`src/rtl/draw_ball.sv`:
```
// draw_ball: overlays a 16x16 round ball on the VGA pixel stream.
// The ball's top-left corner (xpos, ypos) is latched once per frame, on the
// rising edge of vblank, so the ball never tears mid-frame. The pipeline has
// two register stages, and every output lags its input by exactly 2 pclk cycles.
//
// Ports
//   pclk, rst_n                       pixel clock; asynchronous reset, active low
//   xpos, ypos            [11:0]      ball top-left from the position controller
//   hcount_in, vcount_in  [10:0]      raster position of the incoming pixel
//   hsync_in, vsync_in, hblnk_in, vblnk_in   incoming timing signals
//   rgb_in                [11:0]      upstream pixel colour (RGB444)
//   *_out                             the same signals delayed by 2 cycles
//   rgb_out               [11:0]      composited colour, aligned with *_out
module draw_ball #(
  parameter logic [11:0] BALL_COLOR = 12'hFFF,
  parameter logic [11:0] BLANK_RGB  = 12'h000,
  parameter int unsigned BALL_SIZE  = 16
) (
  input  logic        pclk,
  input  logic        rst_n,
  input  logic [11:0] xpos,
  input  logic [11:0] ypos,
  input  logic [10:0] hcount_in,
  input  logic [10:0] vcount_in,
  input  logic        hsync_in,
  input  logic        vsync_in,
  input  logic        hblnk_in,
  input  logic        vblnk_in,
  input  logic [11:0] rgb_in,
  output logic [10:0] hcount_out,
  output logic [10:0] vcount_out,
  output logic        hsync_out,
  output logic        vsync_out,
  output logic        hblnk_out,
  output logic        vblnk_out,
  output logic [11:0] rgb_out
);

  localparam int unsigned CNT_W = 11;
  localparam int unsigned POS_W = 12;
  localparam int unsigned RGB_W = 12;
  localparam int unsigned EXT_W = 13;
  localparam int unsigned IDX_W = 4;

  // Ball outline: bit c of row r is set when the pixel centre lies within
  // radius 8 of the ball centre, i.e. (2c-15)^2 + (2r-15)^2 <= 256.
  function automatic logic [15:0] shape_row(input logic [IDX_W-1:0] r);
    logic [15:0] m;
    case (r)
      4'd0, 4'd15:  m = 16'h07E0;
      4'd1, 4'd14:  m = 16'h1FF8;
      4'd2, 4'd13:  m = 16'h3FFC;
      4'd3, 4'd4,
      4'd11, 4'd12: m = 16'h7FFE;
      default:      m = 16'hFFFF;
    endcase
    return m;
  endfunction

  // Latched ball position, valid once the first vblank rise has been seen
  logic [POS_W-1:0] x_lat, y_lat;
  logic             ball_valid;

  // Stage 1 registers
  logic [CNT_W-1:0] hcount_d, vcount_d;
  logic             hsync_d, vsync_d, hblnk_d, vblnk_d;
  logic [RGB_W-1:0] rgb_d;
  logic             in_box_d;
  logic [IDX_W-1:0] col_d, row_d;

  // Stage 1 combinational terms (13-bit so x_lat+16 cannot wrap)
  logic [EXT_W-1:0] h_ext_c, v_ext_c, x_ext_c, y_ext_c, x_end_c, y_end_c;
  logic             in_box_c;
  logic [IDX_W-1:0] col_c, row_c;
  logic [15:0]      mask_c;
  logic             hit_c;
  logic             vblnk_rise_c;

  always_comb begin
    h_ext_c  = EXT_W'(hcount_in);
    v_ext_c  = EXT_W'(vcount_in);
    x_ext_c  = EXT_W'(x_lat);
    y_ext_c  = EXT_W'(y_lat);
    x_end_c  = x_ext_c + EXT_W'(BALL_SIZE);
    y_end_c  = y_ext_c + EXT_W'(BALL_SIZE);
    in_box_c = ball_valid &&
               (h_ext_c >= x_ext_c) && (h_ext_c < x_end_c) &&
               (v_ext_c >= y_ext_c) && (v_ext_c < y_end_c);
    // Low 4 bits of the offset depend only on the low 4 bits of the operands
    col_c    = hcount_in[IDX_W-1:0] - x_lat[IDX_W-1:0];
    row_c    = vcount_in[IDX_W-1:0] - y_lat[IDX_W-1:0];
    mask_c   = shape_row(row_d);
    hit_c    = in_box_d && mask_c[col_d];
    vblnk_rise_c = vblnk_in && !vblnk_d;
  end

  // Position latch: sampled only at the vblank rising edge
  always_ff @(posedge pclk or negedge rst_n) begin
    if (!rst_n) begin
      x_lat      <= '0;
      y_lat      <= '0;
      ball_valid <= 1'b0;
    end else if (vblnk_rise_c) begin
      x_lat      <= xpos;
      y_lat      <= ypos;
      ball_valid <= 1'b1;
    end
  end

  // Stage 1: register timing, colour and the box hit-test
  always_ff @(posedge pclk or negedge rst_n) begin
    if (!rst_n) begin
      hcount_d <= '0;
      vcount_d <= '0;
      hsync_d  <= 1'b0;
      vsync_d  <= 1'b0;
      hblnk_d  <= 1'b0;
      vblnk_d  <= 1'b0;
      rgb_d    <= '0;
      in_box_d <= 1'b0;
      col_d    <= '0;
      row_d    <= '0;
    end else begin
      hcount_d <= hcount_in;
      vcount_d <= vcount_in;
      hsync_d  <= hsync_in;
      vsync_d  <= vsync_in;
      hblnk_d  <= hblnk_in;
      vblnk_d  <= vblnk_in;
      rgb_d    <= rgb_in;
      in_box_d <= in_box_c;
      col_d    <= col_c;
      row_d    <= row_c;
    end
  end

  // Stage 2: shape lookup and colour compositing
  always_ff @(posedge pclk or negedge rst_n) begin
    if (!rst_n) begin
      hcount_out <= '0;
      vcount_out <= '0;
      hsync_out  <= 1'b0;
      vsync_out  <= 1'b0;
      hblnk_out  <= 1'b0;
      vblnk_out  <= 1'b0;
      rgb_out    <= '0;
    end else begin
      hcount_out <= hcount_d;
      vcount_out <= vcount_d;
      hsync_out  <= hsync_d;
      vsync_out  <= vsync_d;
      hblnk_out  <= hblnk_d;
      vblnk_out  <= vblnk_d;
      if (hblnk_d || vblnk_d)
        rgb_out <= BLANK_RGB;
      else if (hit_c)
        rgb_out <= BALL_COLOR;
      else
        rgb_out <= rgb_d;
    end
  end

endmodule

```
`config.mk`:
```
export PLATFORM = sky130hd
export DESIGN_NAME = draw_ball
export DESIGN_NICKNAME = d
export VERILOG_FILES = /design/src/rtl/draw_ball.sv
export SDC_FILE = /design/constraint.sdc
export NUM_CORES = 1
export LEC_CHECK = 0
export BUFFER_PORTS_ARGS = -buffer_cell sky130_fd_sc_hd__clkbuf_2
export CORE_MARGIN = 3
export CORE_UTILIZATION = 47
export CTS_CLUSTER_DIAMETER = 60
export DETAILED_ROUTE_END_ITERATION = 12
export PLACE_DENSITY_LB_ADDON = 0.25
export RECOVER_POWER = 50
export SETUP_SLACK_MARGIN = 0.05
export SLEW_MARGIN = 25
export SYNTH_ARGS = -nofsm -noshare
export SYNTH_HDL_FRONTEND = slang
export SYNTH_SLANG_ARGS = --single-unit
```
`constraint.sdc`:
```
create_clock -name pclk -period 2.2 [get_ports pclk]
set_input_delay 0.22 -clock pclk [delete_from_list [all_inputs] [get_ports pclk]]
set_output_delay 0.22 -clock pclk [all_outputs]
set_load 0.02 [all_outputs]
```
==> reports/summary.md <==
For the leakage dissipation, the log shows 2.83 nW. For this configuration, the core starts out at a cell density of 48.8%. At the worst endpoint, the required time is 2450 ps. The worst register-to-register path has a setup slack of 7 ps. The largest stage delay on the critical path works out to 410 ps. Dividing the detail-routed wire length by the instance count gives 13.8 um.

The startpoint identified for the worst register-to-register timing path is y_lat[5]. The run gives 0 as the initial antenna violation count. The endpoint identified for the worst register-to-register timing path is in_box_d.

The share of synthesized flip-flops with an asynchronous set or reset works out to 100%. The logs give 22.6% for the routing usage on met1 and 0 for the final number of hold-violating endpoints. STA classifies the critical path startpoint as a register. The slowest stage of the critical path belongs to the cell sky130_fd_sc_hd__dfrtp_1.

The worst-case IR drop observed on VDD is 408 uV. Clock skew on the completed layout was measured at 9.94 ps. The clock net in this run drives a total of 110 sinks.

In this run the worst setup path terminates at in_box_d. Relative to the synthesized area, the layout overhead comes to 29.0%. The synthesized design spends more area on one cell type than any other, namely sky130_fd_sc_hd__dfrtp_1. The clock period minus worst slack is 2190 ps, and the worst slew margin relative to its limit is 22.3%. The commonest cells after synthesis are sky130_fd_sc_hd__dfrtp_1, sky130_fd_sc_hd__nand2_1, sky130_fd_sc_hd__ha_1. The path class of the tightest hold or removal check is in2reg.

The run gives 60.2% as the register area share after synthesis. Setup repair after global routing could not meet its margin everywhere. The first global-routing pass estimated 15,700 um of wire.

The critical path crosses 8 cells after its start point. The logs give 0.00441 W for the sum of internal, switching and leakage power and 2440 ps for the arrival time at the worst endpoint. Busiest metal layer after global routing: met2.

The number of top-level design ports came out at 102. After synthesis, the mean cell area works out to 12.0 um^2. The placed wire-length estimate after detailed placement came out at 6840 um. After clock tree synthesis, the clock-pin slew on the worst setup and hold paths is 110 ps.

Routability-driven placement finished with a final weighted congestion of 0.807. The run finished with clean final reports. For this design the ratio of total power to cell area is 748 nW/um^2.

The maximum level of the CTS H-tree came out at 3. The number of global-route vias before repair came out at 3,367. The most critical setup path has its startpoint at y_lat[5].

For the number of buffers added by the clock tree synthesis step, the log shows 9. After detailed routing, the total wire length is 9290 um. Die width: 105 um. The total iterations of the first detailed-routing run was 6; the share of cells above drive strength 1 was 23.5%. The die is 105 um tall. Walking the worst path, the cells encountered are ha_1 > buf_4 > nand3_1 > xnor2_1 > ha_1 > a2111oi_4 > a221oi_2 > a2111oi_1. The met2 track demand over resource in global routing came out at 30.4%. The quantity of I/O buffers inserted on ports was 101; the final setup violation count was 0. The post-synthesis cell type count was 43; the via count was 3,295.

The prevailing post-synth register cell is sky130_fd_sc_hd__dfrtp_1. The cell that appears most often on the critical path is sky130_fd_sc_hd__ha_1. Pin slew with the least headroom to its limit: 1170 ps. In the final design database the tool counted 643 nets. The total congestion overflow is 0, and the overall track demand over capacity in global routing is 17.6%.

The dominant cell by count in the synthesized netlist was sky130_fd_sc_hd__dfrtp_1. At the later pin of the worst-skew pair, clock insertion delay measures 370 ps. The upper clock frequency limit was 456 MHz.

Ranked by total cell area, the synthesized netlist is headed by sky130_fd_sc_hd__dfrtp_1, sky130_fd_sc_hd__ha_1, sky130_fd_sc_hd__nand2_1, sky130_fd_sc_hd__o21ai_0, sky130_fd_sc_hd__inv_1. The die covers 11,000 um^2. On the critical path the largest part of the delay comes from compound AO/OA/AOI/OAI gates. The run gives 51 as the pin count of the biggest net entering global routing. Using the TritonRoute via totals, the vias-per-cell ratio works out to 4.90. No sink is reached through more buffers than the 2 on the longest clock path.

In this run, synthesis produced a sequential element count of 110. The run gives 69 as the count of routing violations after the opening detailed-route iteration. The clock tree root driver cell is sky130_fd_sc_hd__clkbuf_8. Cells fill 63.0% of the core in the end. The number of standard-cell rows in the floorplan was 35; the share of the clock period used by the worst path was 99.7%. Counting flops with a built-in enable in the synthesized netlist gives 0.

The logs give 4.32% for the global-route track usage on met3 and 0 for the count of pins over their slew limit. The cell area that synthesis handed to floorplanning was 4580 um^2. The worst setup path is captured at a register.

The number of DRC violations after detailed routing was 0; the share of the synthesized area in the top cell type was 60.2%. The worst register-to-register path has a depth of 8. The number of antenna diodes in the final layout is 0. The count of buffer and inverter cells on the critical path works out to 1. After technology mapping, the gate count stands at 382. The region available for standard cell placement spans 9370 um^2. The worst setup path is of the reg2reg kind. For this run, the number of Yosys warnings is 0. Number of nets in the synthesized netlist: 486.

In this run the remaining antenna-violating nets after routing total 0. The tool flagged a number of max-cap violations equal to 0. Along the worst path, the maximum fanout reaches 4. TritonCTS built the clock tree.
==> area by class of cell <==
type                            instances  area, um^2
Fill cell                             801        3470
Sequential cell                       110        2750
Multi-Input combinational cell        228        1690
Timing Repair Buffer                  155         971
Tap cell                              129         161
Inverter                               35         131
Clock buffer                            9         124
Clock inverter                          7        76.3
==> cells by family (layout without fill, tap and decap cells) <==
group,Yosys count,count (layout),synth area share (%)
AO/OA/AOI/OAI,88,88,12.5
XOR/XNOR,12,12,2.30
adder cells (fa/ha/maj),40,40,11.3
buffers and inverters,44,206,4.05
flip-flops,110,110,60.2
multiplexers,4,4,0.984
AND/OR/NAND/NOR,84,84,8.75
==> worst reg2reg max path, cell delays in order, from the launching register on <==
cell                        delay, ps
sky130_fd_sc_hd__dfrtp_1          410
sky130_fd_sc_hd__ha_1             240
sky130_fd_sc_hd__buf_4            130
sky130_fd_sc_hd__nand3_1           80
sky130_fd_sc_hd__xnor2_1          140
sky130_fd_sc_hd__ha_1             330
sky130_fd_sc_hd__a2111oi_4        330
sky130_fd_sc_hd__a221oi_2         110
sky130_fd_sc_hd__a2111oi_1        320
==> per-stage QoR <==
step / instance area, um^2 / setup WS, ps / std cells / setup TNS (ps) / hold slack, ps
after floorplan: 4590 / -4.57 / 382 / -4.57 / -75.6
after global placement: 5340 / 1.64 / 619 / 0 / 273
after detailed placement: 5340 / -89.0 / 619 / -89.0 / 280
after CTS: 5910 / -67.8 / 671 / -67.8 / 1.90
after global routing: 5900 / -93.6 / 673 / -93.6 / 28.0
final: 5900 / 7.33 / 673 / 0 / 37.8
==> routing by layer <==
layer  wire length (um)  up-vias
met5                  0        -
met4                123        0
met3                367       11
met2               4780       74
met1               4020     1571
li1                   -     1639
==> report_power, final <==
part | switching, W | internal (W) | total, W
Sequential | 0.000108 | 0.00219 | 0.00230
Clock | 0.000739 | 0.000450 | 0.00119
Combinational | 0.000516 | 0.000411 | 0.000927
==> flip-flops by register name, indices dropped and copies added (netlist names), 4 cells and up <==
register / count
rgb_d: 12
rgb_out: 12
x_lat: 12
y_lat: 12
hcount_d: 11
hcount_out: 11
vcount_d: 11
vcount_out: 11
col_d: 4
row_d: 4
==> how the worst min path moves through the flow <==
| stage | start | to | slack [ps] | depth (start not counted) |
|---|---|---|---|---|
| final | vcount_in[1] | vcount_d[1] | 40 | 1 |
| after global routing | hcount_in[8] | hcount_d[8] | 30 | 1 |
| after CTS | hcount_in[8] | hcount_d[8] | 2 | 1 |
| after detailed placement | rst_n | vsync_d | 280 | 1 |
| after global placement | rst_n | vsync_d | 270 | 1 |
| after floorplan | rst_n | ball_valid | -80 | 0 |
==> cell usage in the layout (no fill, tap or decap), types with 4 or more instances in the layout <==
cell / netlist / layout
sky130_fd_sc_hd__o21ai_0: 29 / 29
sky130_fd_sc_hd__ha_1: 38 / 37
sky130_fd_sc_hd__nand2_1: 40 / 40
sky130_fd_sc_hd__mux2_2: 4 / 4
sky130_fd_sc_hd__inv_6: 0 / 4
sky130_fd_sc_hd__clkbuf_8: 0 / 9
sky130_fd_sc_hd__nand3_1: 14 / 13
sky130_fd_sc_hd__a21oi_1: 18 / 18
sky130_fd_sc_hd__xnor2_1: 10 / 10
sky130_fd_sc_hd__inv_1: 35 / 35
sky130_fd_sc_hd__dlygate4sd3_1: 0 / 37
sky130_fd_sc_hd__nand4_1: 5 / 5
sky130_fd_sc_hd__nor2_1: 5 / 5
sky130_fd_sc_hd__buf_4: 0 / 15
sky130_fd_sc_hd__clkbuf_1: 5 / 23
sky130_fd_sc_hd__clkbuf_2: 0 / 78
sky130_fd_sc_hd__a22oi_1: 12 / 12
sky130_fd_sc_hd__dfrtp_1: 110 / 110
==> timing repair <==
| item | in CTS | in global routing |
|---|---|---|
| endpoints found under the hold margin | 82 | 1 |
| setup endpoints to repair | 1 | 1 |
| pin swaps | 1 | 4 |
| resized for setup | 2 | 5 |
| setup buffers | 0 | 1 |
| hold buffers | 36 | 1 |
No activity file was read; power rests on OpenSTA's default activity.
